## config.mk

```make
export PLATFORM = sky130hd
export DESIGN_NAME = id_ex_stage
export DESIGN_NICKNAME = d
export VERILOG_FILES = /design/src/rtl/cpu_defs.sv /design/src/rtl/alu_ctrl_decode.sv /design/src/rtl/id_ex_stage.sv
export SDC_FILE = /design/constraint.sdc
export NUM_CORES = 1
export LEC_CHECK = 0
export ABC_AREA = 1
export ABC_CLOCK_PERIOD_IN_PS = 5700
export CAP_MARGIN = 40
export CORE_ASPECT_RATIO = 1.25
export CORE_MARGIN = 2
export CORE_UTILIZATION = 38
export DETAILED_ROUTE_END_ITERATION = 10
export HOLD_SLACK_MARGIN = 0.08
export PLACE_DENSITY = 0.86
export SLEW_MARGIN = 20
export SYNTH_ARGS = -nofsm -noshare
export SYNTH_HDL_FRONTEND = slang
export SYNTH_SLANG_ARGS = --single-unit
export TNS_END_PERCENT = 1
```

## constraint.sdc

```tcl
create_clock -name clk -period 5.7 [get_ports clk]
set_input_delay 1.71 -clock clk [delete_from_list [all_inputs] [get_ports clk]]
set_output_delay 1.71 -clock clk [all_outputs]
set_load 0.02 [all_outputs]
```

## src/rtl/cpu_defs.sv

```systemverilog
// rtl/cpu_defs.sv - shared ALU control codes, alu_op/funct encodings and datapath widths
package cpu_defs;
   localparam int XLEN       = 32;
   localparam int REG_ADDR_W = 5;

   typedef enum logic [1:0] {
      ALU_OP_ADD   = 2'b00,
      ALU_OP_SUB   = 2'b01,
      ALU_OP_RTYPE = 2'b10,
      ALU_OP_RSVD  = 2'b11
   } alu_op_e;

   localparam logic [3:0] ALU_AND = 4'b0000;
   localparam logic [3:0] ALU_OR  = 4'b0001;
   localparam logic [3:0] ALU_ADD = 4'b0010;
   localparam logic [3:0] ALU_SUB = 4'b0110;
   localparam logic [3:0] ALU_SLT = 4'b0111;
   localparam logic [3:0] ALU_NOP = 4'b1111;

   localparam logic [5:0] FUNCT_ADD = 6'b100000;
   localparam logic [5:0] FUNCT_SUB = 6'b100010;
   localparam logic [5:0] FUNCT_AND = 6'b100100;
   localparam logic [5:0] FUNCT_OR  = 6'b100101;
   localparam logic [5:0] FUNCT_SLT = 6'b101010;
endpackage

```

## src/rtl/alu_ctrl_decode.sv

```systemverilog
// rtl/alu_ctrl_decode.sv - combinational alu_op + funct to 4-bit ALU control code
module alu_ctrl_decode
   import cpu_defs::*;
(
   input  logic [1:0] alu_op,
   input  logic [5:0] funct,
   output logic [3:0] alu_control
);
   always_comb begin
      alu_control = ALU_AND;
      case (alu_op)
         ALU_OP_ADD: alu_control = ALU_ADD;
         ALU_OP_SUB: alu_control = ALU_SUB;
         ALU_OP_RTYPE: begin
            case (funct)
               FUNCT_ADD: alu_control = ALU_ADD;
               FUNCT_SUB: alu_control = ALU_SUB;
               FUNCT_AND: alu_control = ALU_AND;
               FUNCT_OR:  alu_control = ALU_OR;
               FUNCT_SLT: alu_control = ALU_SLT;
               default:   alu_control = ALU_NOP;
            endcase
         end
         default: alu_control = ALU_AND;
      endcase
   end
endmodule

```

## src/rtl/id_ex_stage.sv

```systemverilog
// rtl/id_ex_stage.sv - ID->EX pipeline register with ALU-control decode; ID_EX_WB_BYPASS_EN adds WB bypass
module id_ex_stage
   import cpu_defs::*;
#(
   parameter int XLEN       = cpu_defs::XLEN,
   parameter int REG_ADDR_W = cpu_defs::REG_ADDR_W
) (
   input  logic                  clk,
   input  logic                  reset,
   input  logic                  id_valid,
   input  logic                  stall,
   input  logic                  flush,
   input  logic [1:0]            id_alu_op,
   input  logic [5:0]            id_funct,
   input  logic                  id_alu_src,
   input  logic [REG_ADDR_W-1:0] id_rs,
   input  logic [REG_ADDR_W-1:0] id_rt,
   input  logic [REG_ADDR_W-1:0] id_rd,
   input  logic                  id_reg_write,
   input  logic [XLEN-1:0]       id_rs_data,
   input  logic [XLEN-1:0]       id_rt_data,
   input  logic [XLEN-1:0]       id_imm,
   input  logic                  wb_reg_write,
   input  logic [REG_ADDR_W-1:0] wb_rd,
   input  logic [XLEN-1:0]       wb_data,
   output logic                  ex_valid,
   output logic [3:0]            alu_control,
   output logic [XLEN-1:0]       input1,
   output logic [XLEN-1:0]       input2,
   output logic [XLEN-1:0]       ex_rt_data,
   output logic [REG_ADDR_W-1:0] ex_rd,
   output logic                  ex_reg_write
);
   logic [3:0]            id_alu_control;
   logic [XLEN-1:0]       rs_val, rt_val, ex_rs_data, ex_imm;
   logic                  ex_alu_src, reg_write_q;

   alu_ctrl_decode u_decode (
      .alu_op      (id_alu_op),
      .funct       (id_funct),
      .alu_control (id_alu_control)
   );

`ifdef ID_EX_WB_BYPASS_EN
   logic [REG_ADDR_W-1:0] ex_rs, ex_rt;
   logic                  wb_hit;

   // Index 0 is hard-wired zero in the register file, so it is never bypassed.
   assign wb_hit = wb_reg_write && (wb_rd != '0);
   assign rs_val = (wb_hit && wb_rd == id_rs) ? wb_data : id_rs_data;
   assign rt_val = (wb_hit && wb_rd == id_rt) ? wb_data : id_rt_data;
`else
   logic unused_wb;
   assign unused_wb = ^{wb_reg_write, wb_rd, wb_data, id_rs, id_rt};
   assign rs_val    = id_rs_data;
   assign rt_val    = id_rt_data;
`endif

   always_ff @(posedge clk or posedge reset) begin
      if (reset) begin
         ex_valid    <= 1'b0;
         reg_write_q <= 1'b0;
         alu_control <= '0;
         ex_rs_data  <= '0;
         ex_rt_data  <= '0;
         ex_imm      <= '0;
         ex_alu_src  <= 1'b0;
         ex_rd       <= '0;
`ifdef ID_EX_WB_BYPASS_EN
         ex_rs       <= '0;
         ex_rt       <= '0;
`endif
      end else if (flush) begin
         ex_valid    <= 1'b0;
         reg_write_q <= 1'b0;
         alu_control <= '0;
      end else if (stall) begin
`ifdef ID_EX_WB_BYPASS_EN
         // A held instruction must still see a result written back while it waits.
         if (wb_hit && wb_rd == ex_rs) ex_rs_data <= wb_data;
         if (wb_hit && wb_rd == ex_rt) ex_rt_data <= wb_data;
`endif
      end else begin
         ex_valid    <= id_valid;
         reg_write_q <= id_reg_write & id_valid;
         alu_control <= id_alu_control;
         ex_rs_data  <= rs_val;
         ex_rt_data  <= rt_val;
         ex_imm      <= id_imm;
         ex_alu_src  <= id_alu_src;
         ex_rd       <= id_rd;
`ifdef ID_EX_WB_BYPASS_EN
         ex_rs       <= id_rs;
         ex_rt       <= id_rt;
`endif
      end
   end

   assign input1       = ex_rs_data;
   assign input2       = ex_alu_src ? ex_imm : ex_rt_data;
   assign ex_reg_write = reg_write_q & ex_valid;
endmodule

```

Word-level counts from Yosys, hierarchy flattened
Index checks and enable logic that the tools add are counted.

word-level totals
  bits in registers = 108
  latch bits = 0
  memory bits (writable) = 0
  ROM bits = 0
  input port bits = 164
  output and inout bits = 107
  word-level logic and storage cells = 31
  memories kept = 0

operators by class
  $add $sub $neg = 0
  $mul = 0
  div/mod/pow operators = 0
  magnitude comparators = 0
  eq/ne operators = 8
  shift-type cells = 0
  muxes and demuxes = 9
  bitwise gates (word level) = 4
  reductions and logical operators = 2

operators with widths
  operator            number
  $mux 32             1
  $eq 6x6->1 const B  5
  $pmux 4 s5          1
  $pmux 4 s3          1
  $mux 4              2
  $mux 1              4
  $and 1x1->1         2
  $eq 2x1->1 const B  1
  $eq 2x2->1 const B  1
  $logic_not 2->1     1
  $ne 2x1->1 const B  1
  $not 1->1           2
  $reduce_and 2->1    1

Logic depth before layout (Yosys ltp)
Gate-level depths: netlist (run 1).

  depth after elaboration = 5
  gate-level depth with buffers = 9

Hierarchy
Synthesis (run 1) repeated with hierarchy kept, for this count alone.

unflattened totals
  cells, all modules = 573
  area total of the unflattened synthesis = 4764.6 µm²

modules (own cells, without submodules)
  module           instances  cells each  area an instance (µm²)  sequential area each (µm²)
  id_ex_stage      1          540         4610.7                  2702.6
  alu_ctrl_decode  1          33          153.9                   0.0

Worst setup path before layout (run 1)
No wires, ideal clock.

  path kind = register to output
  start point = register ex_alu_src
  end point = output port input2[24]
  data arrival time = 1.185 ns
  data required time = 3.990 ns
  slack = 2.805 ns
  stages on the path, launching flop included = 4
  cells stage by stage = dfrtp_1 > buf_2 > clkbuf_1 > o21ai_0

on the way
  longest elaborated chain between the ends = 1

RTL lines
  item                    RTL line            source
  start, declared         id_ex_stage.sv:36   logic ex_alu_src, reg_write_q;
  start signal, assigned  id_ex_stage.sv:90   ex_alu_src <= id_alu_src;
  $mux 32                 id_ex_stage.sv:100  assign input2 = ex_alu_src ? ex_imm : ex_rt_data;
  end, declared           id_ex_stage.sv:29   output logic [XLEN-1:0] input2,

No other way between the ends.

Worst setup path after layout (run 1)
  start point = register ex_alu_src
  end point = output port input2[15]

Same word-level chain as after synthesis.

==> impl_results.md, run 1 <==
* ANT cells at 0
* Status: finished, final reports clean
* Die H at 126 um
* Post-Route WL at 12500 um
* Port bufs at 222
* Overflow after GRT at 0
* Peak VDD IR at 155 uV
* Hold violation count in the final report at 0
* CTS tree: done
* Final Worst Setup Slack at 1.95 ns
* Met2 wire length at 6270 um
* Via-per-instance ratio at 4.56
* Area delta synth->final at 58.1%
* Yosys warnings at 0
* Critical Path Source Type: register
* Top Metal Used: met4
* Max-cap violations at 0
* Static leakage at 0.00343 uW
* CTS Hold Bufs at 0
* Global Route Usage Sum at 19.6%
* Die area at 12900 um2
* TritonCTS Sinks at 108
* Fill count at 1020
* Most common cell in the netlist: nand2_1
* Cell taking the most area after synthesis: dfrtp_1
* Post-Syn Instances at 558
* Post-route setup TNS at 0 ns
* CP arrival at 2.04 ns
* Pwr/cell area at 296 nW/um2
* Longest Clk Path Bufs at 2
* Via count of the first global-routing pass at 4238
* Slew Limit Fails at 0
* Clk slew on worst S/H paths at 0.07 ns
* Fin crit share at 65.8%
* Most frequent cells after synthesis: nand2_1, dfrtp_1, o21ai_0, inv_1, clkbuf_1
* Placer Congestion at 0.802
* Die X at 102 um
* Mapped Area at 4550 um2
* Initial antenna violation count at 0
* Clock Skew at 0 ns
* Synth Flop Type: dfrtp_1
* Drt pass-1 iters at 4
* Number of distinct library cells after synthesis at 15
* Clock latency on the worst-skew pair at 0.33 ns
* Pre-CTS setup slack at 1.59 ns
* H-Tree Depth at 3
* Num ports at 271
* Clk root buf: clkbuf_16
* Slew Limit Headroom at 54.6%
* Final Critical Period at 3.75 ns
* Setup CP Type: register to primary output
* Post-synth EDFFs at 0
* Slew @ Worst Pin at 0.681 ns
* Max Fclk at 267 MHz
* Initial core utilization at 39.0%
* Seq cells post-synth at 108
* Layout cells sized above 1 at 3.50%
* Row cnt at 44
* Required @ worst endpoint at 3.99 ns
* Met3 WL post-DR at 899 um
* First-pass GRT wire length at 20100 um
* Hold WC Path Type: register to register
* CTS buffer count at 9
* WL/cell at 13.4 um
* DRT iter0 DRCs at 169
* Setup violators final at 0
* Syn nets at 722
* Top cells by area, synth: dfrtp_1, nand2_1, o21ai_0
* Asr flop ratio synth at 100%
* Cts repair resizes at 0
* Nature of the critical path endpoint: primary output
* Synthesized area per cell at 8.15 um2
* Core area at 11700 um2
* RSZ-0062 raised after global routing: no
* DRC viols at 0
* DRT antenna net count at 0
* Yosys top cell area share at 59.4%
* Post-CTS Setup Repair Bufs at 0
* Crit path max fanout at 45
* Final Net Count at 931
* Met1 Routed Length at 4990 um
* Post-synthesis sequential area ratio at 59.4%
* HPWL Detailed at 8890 um
* Vias at 4256
* Pin count of the biggest net entering global routing at 77
## area by class of cell
class                   instances  area [um2]  area share [%]
clock buffers                  10         239            3.32
clock inverters                 6        48.8           0.679
inverters                      45         174            2.42
multi-input cells             376        1520            21.1
flip-flops and latches        108        2700            37.6
well taps                     161         201            2.80
repair buffers                227        2300            32.1
## report_power, final
| part | internal, uW | switching, uW | leakage [uW] | total [uW] |
|---|---|---|---|---|
| Sequential | 859 | 55.5 | 0.00134 | 915 |
| Clock | 312 | 280 | 0.000131 | 592 |
| Combinational | 304 | 317 | 0.00196 | 621 |
## registers in the layout, indices dropped and copies added, names as in the netlist
| register | count |
|---|---|
| ex_imm | 32 |
| ex_rt_data | 32 |
| input1 | 32 |
| ex_rd | 5 |
| alu_control | 4 |
| ex_alu_src | 1 |
| ex_valid | 1 |
| reg_write_q | 1 |
## per-layer routing
metal	up-vias	global-route usage, %
li1	2113	-
met3	27	5.34
met1	1959	23.5
met4	0	8.31
met5	-	0
met2	157	32.9
## final timing paths
kind / from / end / slack, ns / depth (start not counted)
max: ex_alu_src / input2[15] / 1.95 / 4
min: alu_control[2] / alu_control[2] / 0.48 / 2
max reg2reg: ex_alu_src / ex_alu_src / 4.62 / 3
min reg2reg: alu_control[2] / alu_control[2] / 0.48 / 2
max in group asynchronous: reset / ex_rt_data[23] / 2.98 / 3
min in group asynchronous: reset / input1[23] / 1.79 / 2
## logic make-up after synthesis
kind of cell	after synthesis	synth area share [%]
compound gates	66	7.35
buf+inv	74	7.15
simple gates	310	26.1
flops	108	59.4
## metrics by stage
stage	power, uW	hold slack [ns]	instance area [um2]	utilization, %	instances
6_report	2130	0.478	7190	61.6	933
5_1_grt	2240	0.496	7190	61.6	933
4_1_cts	2150	0.483	7160	61.4	932
3_5_place_dp	1550	0.464	6880	58.9	916
3_3_place_gp	1540	0.461	6860	58.7	915
2_1_floorplan	1210	0.449	4550	-	558
## cell usage in the layout, fill, tap and decap left out, drive strengths merged
cell type and n:
clkinvlp 3, clkdlybuf4s50 222, buf 5, dfrtp 108
nand2 295, nand3b 1, clkinv 2, a22o 1
o21ai 65, nand3 7, clkbuf 10, nor3 1
inv 46, nor2 6
## worst max-delay path: stages, from the launching register on
cell,delay (ns)
dfrtp_2,0.61
buf_12,0.26
nand2_1,0.08
o21ai_0,0.09
clkdlybuf4s50_1,0.64
No activity file was read; power rests on OpenSTA's default activity.
==> inputs of run 2 (changes only) <==
--- a/config.mk
+++ b/config.mk
@@ -6,14 +6,14 @@
 export NUM_CORES = 1
 export LEC_CHECK = 0
 export ABC_AREA = 1
-export ABC_CLOCK_PERIOD_IN_PS = 5700
+export ABC_CLOCK_PERIOD_IN_PS = 3250
 export CAP_MARGIN = 40
 export CORE_ASPECT_RATIO = 1.25
 export CORE_MARGIN = 2
-export CORE_UTILIZATION = 38
+export CORE_UTILIZATION = 34
 export DETAILED_ROUTE_END_ITERATION = 10
 export HOLD_SLACK_MARGIN = 0.08
-export PLACE_DENSITY = 0.86
+export PLACE_DENSITY = 0.82
 export SLEW_MARGIN = 20
 export SYNTH_ARGS = -nofsm -noshare
 export SYNTH_HDL_FRONTEND = slang
==> constraint.sdc (replaced) <==
create_clock -name clk -period 3.25 [get_ports clk]
set_input_delay 0.975 -clock clk [delete_from_list [all_inputs] [get_ports clk]]
set_output_delay 0.975 -clock clk [all_outputs]
set_load 0.02 [all_outputs]
==> run 2 against run 1 <==
  * Largest power group unchanged
  * Clock skew stayed put
  * Worst hold slack got worse by 0.00082 ns
  * Final cell count up 1.3%
  * Register-to-register slack worse by 2.5 ns
  * Worst setup slack got worse by 1.7 ns
  * Power up 75%
  * Critical endpoint is now input2[10]
  * Highest routed layer unchanged
  * Die area grew 11%
  * Non-clock buffer count rose by 2
  * Sequential share of layout area decreased by 0.085 points
  * Clock power grew 72%
==> impl_results.md, run 2 (synthesis gave the netlist of run 1 again) <==
* Setup CP Type: register to primary output
* WL/cell at 13.7 um (+1.9%)
* Worst reg-to-reg setup slack at 2.13 ns (-2.49 ns)
* Setup violators final at 0 (unchanged)
* Cts repair resizes at 0 (unchanged)
* First-pass GRT wire length at 20700 um (+2.8%)
* Reg2reg start: ex_alu_src
* Initial core utilization at 34.5% (-4.4 points)
* Layout cells sized above 1 at 3.49% (-0.0090 points)
* Pre-CTS setup slack at 0.537 ns (-1.06 ns)
* DRT antenna net count at 0 (unchanged)
* HPWL Detailed at 9240 um (+3.9%)
* Hold path start: input1[25]
* Critical Path Source Type: register
* Max Fclk at 329 MHz
* Die X at 107 um (+5.5%)
* H-Tree Depth at 3 (unchanged)
* Area delta synth->final at 58.5%
* Vias at 4232 (-0.56%)
* Die area at 14300 um2 (+11%)
* Static leakage at 0.00343 uW (about the same)
* Initial antenna violation count at 0 (unchanged)
* ANT cells at 0 (unchanged)
* Hold Path End: input1[25]
* Row cnt at 47 (+6.8%)
* Slew @ Worst Pin at 0.590 ns (-0.0913 ns)
* Status: finished, final reports clean
* Clk slew on worst S/H paths at 0.07 ns (about the same)
* Die H at 133 um (+5.5%)
* Clk root buf: clkbuf_16
* Slew Limit Headroom at 60.7% (+6.1 points)
* Reg2Reg Capture Point: ex_alu_src
* CTS tree: done
* Final Critical Period at 3.04 ns
* Max-cap violations at 0 (unchanged)
* Placer Congestion at 0.843 (+5.1%)
* CP cell instances: buf_12 -> nand2_1 -> o21ai_0 -> clkdlybuf4s50_1
* Final Net Count at 933 (+0.21%)
* Most common cell after layout, fill and taps aside: nand2_1
* Pwr/cell area at 515 nW/um2 (+74%)
* Fin crit share at 93.5%
* CP max-delay cell: dfrtp_2
* DRC viols at 0 (unchanged)
* Port bufs at 222 (unchanged)
* Post-CTS Setup Repair Bufs at 0 (unchanged)
* Hold Slack at 0.478 ns (-0.000815 ns)
* WHS Path Cells at 2 (unchanged)
* CP max stage delay at 0.66 ns (+0.02 ns)
* Hold WC Path Type: register to register
* Via-per-instance ratio at 4.48 (-1.8%)
* Num ports at 271 (unchanged)
* Via count of the first global-routing pass at 4217 (-0.50%)
* Overflow after GRT at 0 (unchanged)
* Clock Skew at 0 ns (unchanged)
* Final Worst Setup Slack at 0.210 ns (-1.74 ns)
* Peak VDD IR at 252 uV (+62%)
* Hold violation count in the final report at 0 (unchanged)
* CTS Hold Bufs at 0 (unchanged)
* Global Route Usage Sum at 18.0% (-1.6 points)
* Post-route setup TNS at 0 ns (unchanged)
* Worst Reg2Reg Path Length in Cells at 3 (unchanged)
* Family with the most delay on the worst path: buffers and inverters
* Nature of the critical path endpoint: primary output
* Pin count of the biggest net entering global routing at 109 (+42%)
* Slew Limit Fails at 0 (unchanged)
* Crit path max fanout at 41 (-8.9%)
* CTS buffer count at 9 (unchanged)
* Longest Clk Path Bufs at 2 (unchanged)
* Clock latency on the worst-skew pair at 0.33 ns (about the same)
* Worst path bufs/invs at 2 (unchanged)
* Required @ worst endpoint at 2.27 ns (-1.72 ns)
* CP arrival at 2.06 ns (+0.02 ns)
* DRT iter0 DRCs at 206 (+22%)
* TritonCTS Sinks at 108 (unchanged)
* Core area at 13200 um2 (+13%)
* Drt pass-1 iters at 6 (+2)
* RSZ-0062 raised after global routing: no
* Post-Route WL at 12900 um (+3.2%)
* Commonest non-fill, non-tap cells in the layout: nand2_1, clkdlybuf4s50_1, dfrtp_1, o21ai_0, inv_1
==> run 2: changes by cell type in the layout (fill, tap and decap cells not counted), sizes merged <==
| cell | previous run | this run |
|---|---|---|
| buf | 5 | 7 |
| clkbuf | 10 | 11 |
| inv | 46 | 45 |
==> run 2: worst max path at each step <==
stage | start | endpoint | slack (ns) | cells after the start
floorplan | reset | alu_control[0] | 0.97 | 1
global placement | ex_alu_src | input2[7] | 0.54 | 4
detailed placement | ex_alu_src | input2[15] | 0.54 | 4
CTS | ex_alu_src | input2[22] | 0.15 | 4
global route | ex_alu_src | input2[20] | 0.06 | 4
finish | ex_alu_src | input2[10] | 0.21 | 4
==> run 2: area by class of cell <==
type / count / area, um2
Fill cell: 1192 / 5970
Sequential cell: 108 / 2700
Timing Repair Buffer: 229 / 2320
Multi-Input combinational cell: 376 / 1520
Clock buffer: 11 / 233
Tap cell: 171 / 214
Inverter: 45 / 175
Clock inverter: 5 / 37.5
==> run 2: routing by layer <==
layer | global-route usage [%] | up-vias | part of all wire, %
met4 | 7.41 | 0 | 3.3
met1 | 21.8 | 1943 | 40
met2 | 30.7 | 148 | 51
met3 | 4.40 | 26 | 6.0
met5 | 0 | - | 0
li1 | - | 2115 | -
==> run 2: where the power goes <==
| part | internal [uW] | total, uW | switching (uW) |
|---|---|---|---|
| Clock | 524 | 1020 | 492 |
| Sequential | 1510 | 1600 | 97.1 |
| Combinational | 535 | 1090 | 558 |
| Total | 2570 | 3710 | 1150 |
==> run 2: worst min-delay path: cells and delay by family, from the launching register on <==
family           cells  cell delay (ns)
and+or+nand+nor      2             0.10
DFF                  1             0.34
==> run 2: per-stage QoR <==
step / std cells / util, % / area [um2] / power [uW]
2_1_floorplan: 558 / - / 4550 / 2120
3_3_place_gp: 929 / 52.7 / 6940 / 2710
3_5_place_dp: 929 / 52.7 / 6940 / 2730
4_1_cts: 945 / 54.7 / 7210 / 3770
5_1_grt: 945 / 54.7 / 7210 / 3910
6_report: 945 / 54.7 / 7210 / 3710
